## src/rtl/mult_pkg.sv

```systemverilog
// Shared helpers for the pipelined array multiplier: row partitioning and stage payload sizing.
package mult_pkg;

    function automatic int unsigned clog2(input int unsigned v);
        int unsigned r;
        int unsigned x;
        r = 0;
        x = 1;
        while (x < v) begin
            x = x << 1;
            r = r + 1;
        end
        return r;
    endfunction

    function automatic int unsigned rows_per_stage(input int unsigned w, input int unsigned s);
        return (w + s - 1) / s;
    endfunction

    // First row owned by stage k (clamped so trailing stages may be short or empty)
    function automatic int unsigned row_bound(input int unsigned w, input int unsigned rps,
                                              input int unsigned k);
        return (k * rps < w) ? k * rps : w;
    endfunction

    // Stage payload {partial sum, extended multiplicand, signed}
    function automatic int unsigned stage_payload_w(input int unsigned w);
        return 2 * w + 2 * w + 1;
    endfunction

endpackage

```

## src/rtl/pipelined_array_multiplier_pp_row_stage.sv

```systemverilog
// Combinational partial-product accumulator for rows [ROW_LO, ROW_HI); the last stage
// also folds in the sign-extension rows of a negative signed multiplier.
module pp_row_stage
    import mult_pkg::*;
#(
    parameter int unsigned WIDTH    = 8,
    parameter int unsigned ROW_LO   = 0,
    parameter int unsigned ROW_HI   = 8,
    parameter bit          EXT_ROWS = 1'b0
) (
    input  logic [2*WIDTH-1:0] acc_i,
    input  logic [2*WIDTH-1:0] a_ext_i,
    input  logic [WIDTH-1:0]   b_i,
    input  logic               signed_i,
    output logic [2*WIDTH-1:0] acc_c_o
);
    localparam int unsigned PW = 2 * WIDTH;
    localparam int unsigned IW = clog2(WIDTH);

    logic [PW-1:0] sum;
    logic          unused_ok;

    always_comb begin
        sum = acc_i;
        for (int i = int'(ROW_LO); i < int'(ROW_HI); i++) begin
            if (b_i[IW'(i)]) begin
                sum = sum + (a_ext_i << i);
            end
        end
        // Rows WIDTH..2*WIDTH-1 of a sign-extended multiplier all equal its MSB
        if (EXT_ROWS && signed_i && b_i[WIDTH-1]) begin
            for (int i = int'(WIDTH); i < int'(PW); i++) begin
                sum = sum + (a_ext_i << i);
            end
        end
        acc_c_o = sum;
    end

    // Each stage only looks at its own slice of the multiplier
    assign unused_ok = ^{b_i, signed_i};

endmodule

```

## src/rtl/pipelined_array_multiplier.sv

```systemverilog
// WIDTH x WIDTH array multiplier with partial-product rows spread across STAGES register
// stages, valid/ready on both sides, backpressure that collapses bubbles, and flush.
module pipelined_array_multiplier
    import mult_pkg::*;
#(
    parameter int unsigned WIDTH  = 8,
    parameter int unsigned STAGES = 4
) (
    input  logic               clk,
    input  logic               rst_n,
    input  logic               flush,
    input  logic               in_valid,
    output logic               in_ready,
    input  logic               in_signed,
    input  logic [WIDTH-1:0]   in_a,
    input  logic [WIDTH-1:0]   in_b,
    output logic               out_valid,
    input  logic               out_ready,
    output logic [2*WIDTH-1:0] out_product,
    output logic               out_signed
);
    localparam int unsigned PW  = 2 * WIDTH;
    localparam int unsigned PLW = stage_payload_w(WIDTH);
    localparam int unsigned RPS = rows_per_stage(WIDTH, STAGES);

    logic [STAGES-1:0] valid_q;
    logic [STAGES-1:0] valid_d;
    logic [STAGES-1:0] load_c;
    logic [STAGES-1:0] sgn_in;
    logic [PLW-1:0]    pay_q   [STAGES];
    logic [PLW-1:0]    pay_d   [STAGES];
    logic [WIDTH-1:0]  b_q     [STAGES];
    logic [WIDTH-1:0]  b_in    [STAGES];
    logic [PW-1:0]     acc_in  [STAGES];
    logic [PW-1:0]     a_in    [STAGES];
    logic [PW-1:0]     acc_sum [STAGES];

    for (genvar k = 0; k < STAGES; k++) begin : g_stage
        localparam int unsigned LO = row_bound(WIDTH, RPS, k);
        localparam int unsigned HI = row_bound(WIDTH, RPS, k + 1);

        if (k == 0) begin : g_head
            assign valid_d[k] = in_valid;
            assign acc_in[k]  = '0;
            assign a_in[k]    = in_signed ? {{WIDTH{in_a[WIDTH-1]}}, in_a}
                                          : {{WIDTH{1'b0}}, in_a};
            assign sgn_in[k]  = in_signed;
            assign b_in[k]    = in_b;
        end else begin : g_body
            assign valid_d[k] = valid_q[k-1];
            assign acc_in[k]  = pay_q[k-1][PLW-1 -: PW];
            assign a_in[k]    = pay_q[k-1][PW:1];
            assign sgn_in[k]  = pay_q[k-1][0];
            assign b_in[k]    = b_q[k-1];
        end

        // A stage can take new data unless it and every stage after it are full and stalled
        assign load_c[k] = out_ready | ~(&valid_q[STAGES-1:k]);

        pp_row_stage #(
            .WIDTH    (WIDTH),
            .ROW_LO   (LO),
            .ROW_HI   (HI),
            .EXT_ROWS (k == STAGES - 1)
        ) u_rows (
            .acc_i    (acc_in[k]),
            .a_ext_i  (a_in[k]),
            .b_i      (b_in[k]),
            .signed_i (sgn_in[k]),
            .acc_c_o  (acc_sum[k])
        );

        assign pay_d[k] = {acc_sum[k], a_in[k], sgn_in[k]};
    end

    always_ff @(posedge clk or negedge rst_n) begin
        if (!rst_n) begin
            valid_q <= '0;
            for (int k = 0; k < int'(STAGES); k++) begin
                pay_q[k] <= '0;
                b_q[k]   <= '0;
            end
        end else begin
            for (int k = 0; k < int'(STAGES); k++) begin
                if (load_c[k]) begin
                    valid_q[k] <= valid_d[k];
                    pay_q[k]   <= pay_d[k];
                    b_q[k]     <= b_in[k];
                end
            end
            if (flush) begin
                valid_q <= '0;
            end
        end
    end

    assign in_ready    = load_c[0];
    assign out_valid   = valid_q[STAGES-1];
    assign out_product = pay_q[STAGES-1][PLW-1 -: PW];
    assign out_signed  = pay_q[STAGES-1][0];

endmodule

```

## config.mk

```make
export PLATFORM = sky130hd
export DESIGN_NAME = pipelined_array_multiplier
export DESIGN_NICKNAME = d
export VERILOG_FILES = /design/src/rtl/mult_pkg.sv /design/src/rtl/pipelined_array_multiplier_pp_row_stage.sv /design/src/rtl/pipelined_array_multiplier.sv
export SDC_FILE = /design/constraint.sdc
export NUM_CORES = 1
export LEC_CHECK = 0
export CORE_MARGIN = 2
export CORE_UTILIZATION = 38
export DETAILED_ROUTE_END_ITERATION = 10
export GPL_ROUTABILITY_DRIVEN = 0
export SYNTH_ARGS = -nofsm -noshare
export SYNTH_HDL_FRONTEND = slang
export SYNTH_SLANG_ARGS = --single-unit
```

## constraint.sdc

```tcl
create_clock -name clk -period 4.4 [get_ports clk]
set_input_delay 0.44 -clock clk [delete_from_list [all_inputs] [get_ports clk]]
set_output_delay 0.44 -clock clk [all_outputs]
set_load 0.005 [all_outputs]
```

==> results of run 1 <==
-- cell usage after synthesis, types with 9 or more instances --
library cell | instances | area, um2
sky130_fd_sc_hd__xnor2_1 | 27 | 236.5
sky130_fd_sc_hd__fa_1 | 20 | 400.4
sky130_fd_sc_hd__inv_1 | 53 | 198.9
sky130_fd_sc_hd__and2_1 | 9 | 56.30
sky130_fd_sc_hd__dfrtp_1 | 102 | 2552
sky130_fd_sc_hd__mux2i_1 | 14 | 140.1
sky130_fd_sc_hd__a21oi_1 | 38 | 190.2
sky130_fd_sc_hd__mux2_2 | 34 | 382.9
sky130_fd_sc_hd__nor3_1 | 9 | 45.04
sky130_fd_sc_hd__nand2_1 | 111 | 416.7
sky130_fd_sc_hd__nor2_1 | 35 | 131.4
sky130_fd_sc_hd__xor2_1 | 9 | 78.83
sky130_fd_sc_hd__clkbuf_1 | 23 | 86.33
sky130_fd_sc_hd__o21ai_0 | 42 | 210.2
sky130_fd_sc_hd__a21o_1 | 9 | 67.56
sky130_fd_sc_hd__nand3_1 | 10 | 50.05
sky130_fd_sc_hd__o21a_1 | 10 | 75.07
sky130_fd_sc_hd__ha_1 | 49 | 613.1
-- logic make-up after synthesis --
group	Yosys count
flops	102
mux	48
compound gates	137
buf+inv	80
simple gates	198
fa+ha+maj	69
xor+xnor	36
-- sequential cells by signal (all words and copies together) (netlist names) --
register,cells
pay_d,3
b_in,5
out_signed,1
acc_in,48
out_product,16
valid_q,4
a_in,25
-- per-layer routing --
| layer | routed length [um] | vias up | share of wire |
|---|---|---|---|
| li1 | - | 2321 | - |
| met1 | 6446 | 2247 | 0.49 |
| met2 | 6158 | 61 | 0.47 |
| met3 | 312 | 11 | 0.024 |
| met4 | 157 | 0 | 0.012 |
| met5 | 0 | - | 0 |
-- critical path: cells and delay by family, from the launching register on --
family,cells,cell delay [ns]
AOI/OAI and AO/OA,6,1.33
adders and majority gates,2,0.74
and+or+nand+nor,5,0.67
xor gates and xnor gates,3,0.56
DFF,1,0.43
muxes,1,0.30
-- repair_timing --
item,4_1_cts,5_1_grt
gates resized for setup,0,1
buffers inserted,0,0
endpoints found under the setup margin,0,1
-- through the flow --
stage | total power [W] | cell area [um2] | utilization | setup WS (ns) | instances
global placement | 0.002387 | 6992 | 0.4231 | 0.3675 | 907
global route | 0.003554 | 7331 | 0.4436 | 0.02302 | 923
finish | 0.003308 | 7331 | 0.4436 | 0.2628 | 923
CTS | 0.003341 | 7323 | 0.4432 | 0.2691 | 923
detailed placement | 0.002451 | 6992 | 0.4231 | 0.3051 | 907
floorplan | 0.002078 | 6402 | - | 0.5942 | 670
-- cell usage in the layout (no fill, tap or decap), types with 14 or more instances in the layout --
cell,count
sky130_fd_sc_hd__dfrtp_1,102
sky130_fd_sc_hd__fa_1,20
sky130_fd_sc_hd__clkdlybuf4s50_1,36
sky130_fd_sc_hd__ha_1,49
sky130_fd_sc_hd__mux2_2,34
sky130_fd_sc_hd__mux2i_1,14
sky130_fd_sc_hd__o21ai_0,42
sky130_fd_sc_hd__a21oi_1,38
sky130_fd_sc_hd__inv_1,53
sky130_fd_sc_hd__nand2_1,111
sky130_fd_sc_hd__xnor2_1,27
sky130_fd_sc_hd__nor2_1,35
-- worst max-delay path by stage --
stage | end | from | depth (start not counted)
2_1_floorplan | out_product[15] | a_in[0] | 16
3_3_place_gp | out_product[15] | a_in[0] | 16
3_5_place_dp | acc_in[31] | acc_in[37] | 17
4_1_cts | acc_in[31] | acc_in[37] | 17
5_1_grt | acc_in[31] | a_in[34] | 17
6_report | acc_in[31] | acc_in[37] | 17
-- report_power, final --
part / switching, W / total, W / internal (W)
Clock: 0.000359 / 0.000881 / 0.000521
Combinational: 0.000593 / 0.00121 / 0.000621
Sequential: 0.000114 / 0.00121 / 0.00110
Total: 0.00107 / 0.00331 / 0.00224
-- area by class of cell --
type | count | share of cell area
tap | 220 | 0.03755
inverter | 55 | 0.02816
multi-input combinational | 488 | 0.4856
timing repair buffer | 42 | 0.05530
clock inverter | 5 | 0.01212
clock buffer | 11 | 0.03311
sequential | 102 | 0.3482
==> flow_metrics.py, run 1 <==
metrics = {
    "floorplanning": {
        "x_dimension_of_the_die_um": 133.8,
        "starting_density": 0.3874,
        "ioPinCount": 41,
        "die_h_um": 133.8,
        "dieArea_mm2": 0.01790,
        "fp.coreArea_mm2": 0.01652,
        "num_rows": 47,
    },
    "cts": {
        "numClockSinks": 102,
        "clock_insertion_delay_worst_skew_ns": 0.35,
        "clock_tree.root_cell": "sky130_fd_sc_hd__clkbuf_16",
        "cts_tree": "built",
        "clock_path_buffers": 2,
        "cts-buffers-inserted": 9,
        "cts_hold_repair.buffers": 0,
        "clk_transition_reported_paths_ns": 0.07,
        "cts-htree-levels": 3,
    },
    "detailed_routing": {
        "dr_total_vias": 4640,
        "wl_per_cell_um": 14.17,
        "route.final.wire_length_mm": 13.08,
        "drc": 0,
        "route.detailed.vias_per_inst": 5.027,
        "firstDrtPassIters": 4,
        "iter_0_drt_violations": 167,
        "final_antenna_net_count": 0,
    },
    "sta": {
        "maxSlewViolCount": 0,
        "rsz0062_at_grt": "no",
        "final_min_period_over_clock_period": 0.9403,
        "final_hold_viol_count": 0,
        "timing.max_slew.rel_slack": 0.1746,
        "setup-tns-final_ns": 0,
        "finClkSkew_ns": 0.009639,
        "max_freq_ghz": 0.2417,
        "max_slew.worst_pin.slew_ns": 1.235,
        "whs_ns": 0.1870,
        "post-route-min-period_ns": 4.137,
        "setup_viol": 0,
    },
    "critical_path": {
        "r2r_cells": 17,
        "required_ns": 4.62,
        "worstPathCellList": "ha_1 > and3_1 > a2111o_1 > o21ai_4 > nand2b_1 > a21o_1 > xor2_1 > mux2_2 > ha_1 > and3_1 > nand3_1 > nand4_1 > o211ai_1 > xor2_1 > a32oi_1 > xor2_1 > o21ai_1",
        "worst_path_max_delay_cell": "sky130_fd_sc_hd__a2111o_1",
        "critPathArrivalTime_ns": 4.36,
        "reg2reg_setup_slack_ns": 0.26,
        "critical_path_peak_fanout": 5,
        "crit-reg2reg-capture": "acc_in[31]",
        "crit_top_cell": "sky130_fd_sc_hd__xor2_1",
        "rr_startpoint": "acc_in[37]",
        "path_class": "flop to flop",
        "worst_setup_path_end_kind": "flop",
        "critPathLaunchType": "flop",
        "critical_path.max_stage_delay_ns": 0.51,
    },
    "global_route": {
        "grt.met2_usage": 0.2499,
        "gr-total-overflow": 0,
        "number_of_global_route_vias_before_repair": 4625,
        "grt_start_max_net_pins": 70,
        "grt.met1_usage": 0.2180,
        "grt_met3_usage": 0.02494,
        "grt_pass1_wl_mm": 22.54,
        "antenna_found_initial": 0,
        "grt_use_total": 0.1564,
        "busiest_layer": "met2",
    },
    "synthesis": {
        "synth_compound_gate_area_share": 0.1313,
        "synth_flop_cell": "sky130_fd_sc_hd__dfrtp_1",
        "synth_fp_nets": 761,
        "async_flop_share": 1.000,
        "yosys.area_share.adder": 0.1583,
        "synth.mux.area_fraction": 0.08169,
        "synth_area_per_cell_um2": 9.556,
        "synth.distinct_cells": 48,
        "synthXorXnorAreaFrac": 0.04925,
        "synthesis.instances": 670,
        "main_combinational_cell_family_by_area_after_synthesis": "adder cells",
        "synth-seq-area-share": 0.3987,
        "synth_enable_flop_cells": 0,
        "synth_simple_gate_area_share": 0.1339,
        "mappedNetlistArea_mm2": 0.006402,
        "yosys_register_bits": 102,
        "synth.yosys.warnings": 0,
    },
    "place": {
        "port_buffers": 37,
        "dp_hpwl_mm": 10.07,
    },
    "finish": {
        "seq_area_mm2": 0.002552,
        "areaGrowthSynthToFinish_pct": 14.50,
        "drive_above_1_share": 0.09531,
        "finalNetCount": 789,
        "antennaDiodeCount": 0,
        "multi_input_comb_area_mm2": 0.003560,
        "n_fill_cell": 1551,
    },
    "power_and_ir_drop": {
        "power.leakage_nw": 3.474,
        "power.density_cell_area_mw_per_mm2": 451.2,
        "peakVddDrop_mv": 0.2269,
    },
    "outcome": {
        "outcome": "complete, no violations",
    },
    "run": {
        "maxCapViolCount": 0,
    },
    "min_path": {
        "hold_path_class": "input pin to async pin",
    },
}
No activity file was read; power rests on OpenSTA's default activity.
==> inputs of run 2 (changes only) <==
CORE_UTILIZATION = 55   (was 38)
GPL_ROUTABILITY_DRIVEN = not set   (was 0)
PLACE_DENSITY = 0.75   (was not set)
==> flow_metrics.py, run 2 (same netlist as run 1, synthesis figures left out) <==
metrics = {
    "cts": {
        "cts-htree-levels": 3,
        "cts_tree": "built",
        "cts-buffers-inserted": 9,
        "cts_resized": 0,
        "clock_path_buffers": 2,
        "numClockSinks": 102,
        "clock_tree.root_cell": "sky130_fd_sc_hd__clkbuf_16",
        "cts_setup_buffers": 0,
        "clk_transition_reported_paths_ns": 0.07,
        "clock_insertion_delay_worst_skew_ns": 0.35,
        "cts_hold_repair.buffers": 0,
    },
    "sta": {
        "rsz0062_at_grt": "no",
        "post-route-min-period_ns": 4.094,
        "setup_viol": 0,
        "finClkSkew_ns": 0.01024,
        "maxSlewViolCount": 0,
        "max_freq_ghz": 0.2443,
        "timing.final.ws_setup_ns": 0.3061,
        "final_hold_viol_count": 0,
        "setup-tns-final_ns": 0,
        "final_min_period_over_clock_period": 0.9304,
        "timing.max_slew.rel_slack": 0.1961,
        "max_slew.worst_pin.slew_ns": 1.203,
    },
    "critical_path": {
        "cp.buffers_inverters": 1,
        "rr_startpoint": "a_in[32]",
        "critical_path.max_stage_delay_ns": 0.43,
        "crit-reg2reg-capture": "acc_in[31]",
        "worstPathCellList": "ha_1 > inv_1 > fa_1 > nor2b_1 > o21ai_1 > a21oi_1 > o211ai_1 > a21o_1 > and4_1 > o31ai_1 > ha_1 > and3_1 > nand3_1 > nand4_1 > o211ai_1 > xor2_1 > a32oi_1 > xor2_1 > o21ai_1",
        "critical_path_peak_fanout": 6,
        "critPathArrivalTime_ns": 4.32,
        "cpLargestDelayFamily": "compound AO/OA/AOI/OAI gates",
        "r2r_cells": 19,
        "required_ns": 4.63,
        "worst_setup_path_end_kind": "flop",
        "critPathLaunchType": "flop",
        "reg2reg_setup_slack_ns": 0.31,
        "worst_path_max_delay_cell": "sky130_fd_sc_hd__dfrtp_1",
        "path_class": "flop to flop",
    },
    "outcome": {
        "outcome": "complete, no violations",
    },
    "floorplanning": {
        "starting_density": 0.5631,
        "die_h_um": 111.9,
        "ioPinCount": 41,
        "x_dimension_of_the_die_um": 111.9,
        "num_rows": 39,
        "fp.coreArea_mm2": 0.01137,
        "dieArea_mm2": 0.01252,
    },
    "finish": {
        "layout_commonest_cell": "sky130_fd_sc_hd__nand2_1",
        "areaGrowthSynthToFinish_pct": 12.29,
        "finalNetCount": 788,
        "largest_reg_flops": 48,
        "drive_above_1_share": 0.09544,
        "layout_common_cells": "sky130_fd_sc_hd__nand2_1, sky130_fd_sc_hd__dfrtp_1, sky130_fd_sc_hd__inv_1",
        "antennaDiodeCount": 0,
    },
    "global_route": {
        "grt_pass1_wl_mm": 21.67,
        "grt_use_total": 0.2107,
        "number_of_global_route_vias_before_repair": 4653,
        "grt_start_max_net_pins": 72,
        "antenna_found_initial": 0,
        "gr-total-overflow": 0,
    },
    "detailed_routing": {
        "wl_per_cell_um": 14.85,
        "drc": 0,
        "firstDrtPassIters": 5,
        "final_antenna_net_count": 0,
        "route.detailed.vias_per_inst": 5.497,
        "dr_total_vias": 4645,
        "iter_0_drt_violations": 245,
        "route.final.wire_length_mm": 12.55,
    },
    "power_and_ir_drop": {
        "power.leakage_nw": 3.457,
        "combinationalPowerShare": 0.377,
        "power.switching_w": 0.001066,
        "peakVddDrop_mv": 0.3570,
        "power_frac_clock": 0.245,
        "internal_power_w": 0.002146,
        "power.density_cell_area_mw_per_mm2": 446.8,
        "power.sequential.fraction": 0.378,
        "switching_share": 0.3319,
    },
    "place": {
        "globalplace.congestion": 0.8557,
        "port_buffers": 37,
        "place_ws_ns": 0.3322,
        "dp_hpwl_mm": 9.564,
    },
    "run": {
        "maxCapViolCount": 0,
    },
    "min_path": {
        "hold_path_class": "input pin to async pin",
    },
}
[run 2: cell types whose count changed in the layout (fill, tap and decap cells not counted)]
cell and change:
sky130_fd_sc_hd__buf_4 -1, sky130_fd_sc_hd__bufinv_16 -2, sky130_fd_sc_hd__clkbuf_1 -1, sky130_fd_sc_hd__clkbuf_8 +1, sky130_fd_sc_hd__clkinv_4 +1, sky130_fd_sc_hd__inv_8 +1
sky130_fd_sc_hd__o21ai_2 +1, sky130_fd_sc_hd__o21ai_4 -1
[run 2: cell type report]
class	count	area, um2
Clock inverter	5	48.80
Inverter	55	206.4
Timing Repair Buffer	41	397.9
Clock buffer	11	252.7
Multi-Input combinational cell	488	3552
Tap cell	143	178.9
Sequential cell	102	2552
Fill cell	952	4180
[run 2: per-layer routing]
metal	global-route usage	share of wire
met1	0.2856	0.46
met2	0.3535	0.49
met3	0.02831	0.038
met4	0.06831	0.0081
met5	0	0
[run 2: metrics by stage]
step	hold WS (ns)	power, W	std cells	area, um2	utilization
2_1_floorplan	0.1444	0.002078	670	6402	-
3_3_place_gp	0.4480	0.002368	829	6888	0.6058
3_5_place_dp	0.4583	0.002445	829	6888	0.6058
4_1_cts	0.2470	0.003247	845	7189	0.6323
5_1_grt	0.2858	0.003450	845	7189	0.6323
6_report	0.1939	0.003212	845	7189	0.6323
[run 2: how the worst max path moves through the flow]
stage / from / endpoint / slack, ns / depth (start not counted)
2_1_floorplan: a_in[0] / out_product[15] / 0.59 / 16
3_3_place_gp: a_in[0] / out_product[15] / 0.41 / 16
3_5_place_dp: a_in[0] / out_product[15] / 0.33 / 16
4_1_cts: a_in[0] / out_product[15] / 0.33 / 16
5_1_grt: a_in[32] / acc_in[31] / 0.08 / 19
6_report: a_in[32] / acc_in[31] / 0.31 / 19
[run 2: power by group through the flow]
stage          Sequential [W]  Combinational [W]  Clock, W
2_1_floorplan         0.00120           0.000879         0
3_3_place_gp          0.00122            0.00114         0
3_5_place_dp          0.00123            0.00121         0
4_1_cts               0.00122            0.00122  0.000807
5_1_grt               0.00124            0.00137  0.000839
6_report              0.00121            0.00121  0.000788
==> inputs of run 3 (changes only) <==
SETUP_SLACK_MARGIN = 0.2   (was not set)
==> flow_metrics.py, run 3 (same netlist as run 1, synthesis figures left out) <==
metrics = {
    "outcome": {
        "outcome": "complete, no violations",
    },
    "critical_path": {
        "critical_path_peak_fanout": 6,
        "critPathArrivalTime_ns": 4.26,
        "worst_setup_path_end_kind": "flop",
        "critPathLaunchType": "flop",
        "critical_path.max_stage_delay_ns": 0.43,
        "worstPathCellList": "ha_1 > inv_1 > fa_1 > nor2b_1 > o21ai_1 > a21oi_1 > o211ai_1 > a21o_1 > and4_1 > o31ai_2 > ha_2 > and3_1 > nand3_1 > nand4_1 > o211ai_1 > xor2_1 > a32oi_1 > xor2_1 > o21ai_1",
        "required_ns": 4.63,
        "worst_path_max_delay_cell": "sky130_fd_sc_hd__dfrtp_1",
        "path_class": "flop to flop",
    },
    "power_and_ir_drop": {
        "fin_total_pwr_w": 0.003223,
        "power.leakage_nw": 3.453,
        "power.density_cell_area_mw_per_mm2": 446.4,
        "peakVddDrop_mv": 0.3566,
    },
    "detailed_routing": {
        "route.detailed.vias_per_inst": 5.548,
        "final_antenna_net_count": 0,
        "wl_per_cell_um": 14.88,
        "route.final.wire_length_mm": 12.58,
        "dr_total_vias": 4688,
        "iter_0_drt_violations": 246,
        "firstDrtPassIters": 5,
        "drc": 0,
    },
    "floorplanning": {
        "x_dimension_of_the_die_um": 111.9,
        "ioPinCount": 41,
        "starting_density": 0.5631,
        "die_h_um": 111.9,
        "fp.coreArea_mm2": 0.01137,
        "num_rows": 39,
        "dieArea_mm2": 0.01252,
    },
    "finish": {
        "drive_above_1_share": 0.1040,
        "layout_commonest_cell": "sky130_fd_sc_hd__nand2_1",
        "antennaDiodeCount": 0,
        "layout_common_cells": "sky130_fd_sc_hd__nand2_1, sky130_fd_sc_hd__dfrtp_1, sky130_fd_sc_hd__inv_1",
        "largest_reg_flops": 48,
        "areaGrowthSynthToFinish_pct": 12.76,
        "postLayoutCoreUtil": 0.6350,
        "finalNetCount": 788,
    },
    "cts": {
        "cts-buffers-inserted": 9,
        "clock_path_buffers": 2,
        "cts-htree-levels": 3,
        "cts_setup_buffers": 0,
        "cts_tree": "built",
        "numClockSinks": 102,
        "clock_insertion_delay_worst_skew_ns": 0.35,
        "clock_tree.root_cell": "sky130_fd_sc_hd__clkbuf_16",
        "clk_transition_reported_paths_ns": 0.07,
    },
    "place": {
        "port_buffers": 37,
        "place_ws_ns": 0.3322,
        "globalplace.congestion": 0.8557,
        "dp_hpwl_mm": 9.564,
    },
    "global_route": {
        "grt_start_max_net_pins": 72,
        "antenna_found_initial": 0,
        "grt_use_total": 0.2107,
        "number_of_global_route_vias_before_repair": 4653,
        "gr-total-overflow": 0,
        "grt_pass1_wl_mm": 21.67,
    },
    "sta": {
        "final_hold_viol_count": 0,
        "maxSlewViolCount": 0,
        "post-route-min-period_ns": 4.034,
        "max_slew.worst_pin.slew_ns": 1.193,
        "setup-tns-final_ns": 0,
        "max_freq_ghz": 0.2479,
        "finClkSkew_ns": 0.01029,
        "final_min_period_over_clock_period": 0.9167,
        "timing.final.ws_setup_ns": 0.3664,
        "timing.max_slew.rel_slack": 0.2029,
        "setup_viol": 0,
        "rsz0062_at_grt": "no",
    },
    "run": {
        "maxCapViolCount": 0,
    },
    "min_path": {
        "hold_path_class": "input pin to async pin",
    },
}
==> run 3: path summary, 6_finish.rpt <==
path                         endpoint  slack [ns]  depth (start not counted)      from
max                        acc_in[31]        0.37                         19  a_in[32]
min                        acc_in[14]        0.21                          1     rst_n
max reg2reg                acc_in[31]        0.37                         19  a_in[32]
min reg2reg                  a_in[22]        0.47                          2  a_in[22]
max in group asynchronous  valid_q[0]        3.26                          2     rst_n
min in group clk             a_in[22]        0.47                          2  a_in[22]
==> run 3: cell type report <==
| class | instances | area [um2] |
|---|---|---|
| clock inverter | 5 | 48.80 |
| timing repair buffer | 41 | 397.9 |
| tap | 143 | 178.9 |
| fill | 948 | 4150 |
| clock buffer | 11 | 252.7 |
| multi-input combinational | 488 | 3580 |
| inverter | 55 | 206.4 |
| sequential | 102 | 2555 |
==> run 3: through the flow <==
stage	cell area, um2	hold WS [ns]	instances
2_1_floorplan	6402	0.1444	670
3_3_place_gp	6888	0.4480	829
3_5_place_dp	6888	0.4583	829
4_1_cts	7189	0.2470	845
5_1_grt	7219	0.2857	845
6_report	7219	0.2062	845
==> run 3: critical path: cells and delay by family, from the launching register on <==
kind / cells / cell delay (ns)
flip-flops: 1 / 0.43
XOR/XNOR: 2 / 0.31
buffers and inverters: 1 / 0.05
adder cells (fa/ha/maj): 3 / 1.00
AND/OR/NAND/NOR: 5 / 0.68
AO/OA/AOI/OAI: 8 / 1.43
==> run 3: where the power goes <==
part           leakage, nW  internal, W  total (W)  switching (W)
clock                0.150     0.000427   0.000790       0.000363
sequential            1.23      0.00110    0.00121       0.000116
combinational         2.07     0.000625    0.00122       0.000594
total                 3.45      0.00215    0.00322        0.00107
==> run 3: timing repair <==
| action | 4_1_cts | 5_1_grt |
|---|---|---|
| gates resized for setup | 0 | 7 |
| hold buffers | 0 | 0 |
| setup endpoints to repair | 0 | 2 |
==> run 3: layer usage <==
| metal | global-route usage | vias up | wire length, um |
|---|---|---|---|
| li1 | - | 2326 | - |
| met1 | 0.2856 | 2247 | 5874 |
| met2 | 0.3535 | 97 | 6172 |
| met3 | 0.02831 | 18 | 361 |
| met4 | 0.06831 | 0 | 168 |
| met5 | 0 | - | 0 |
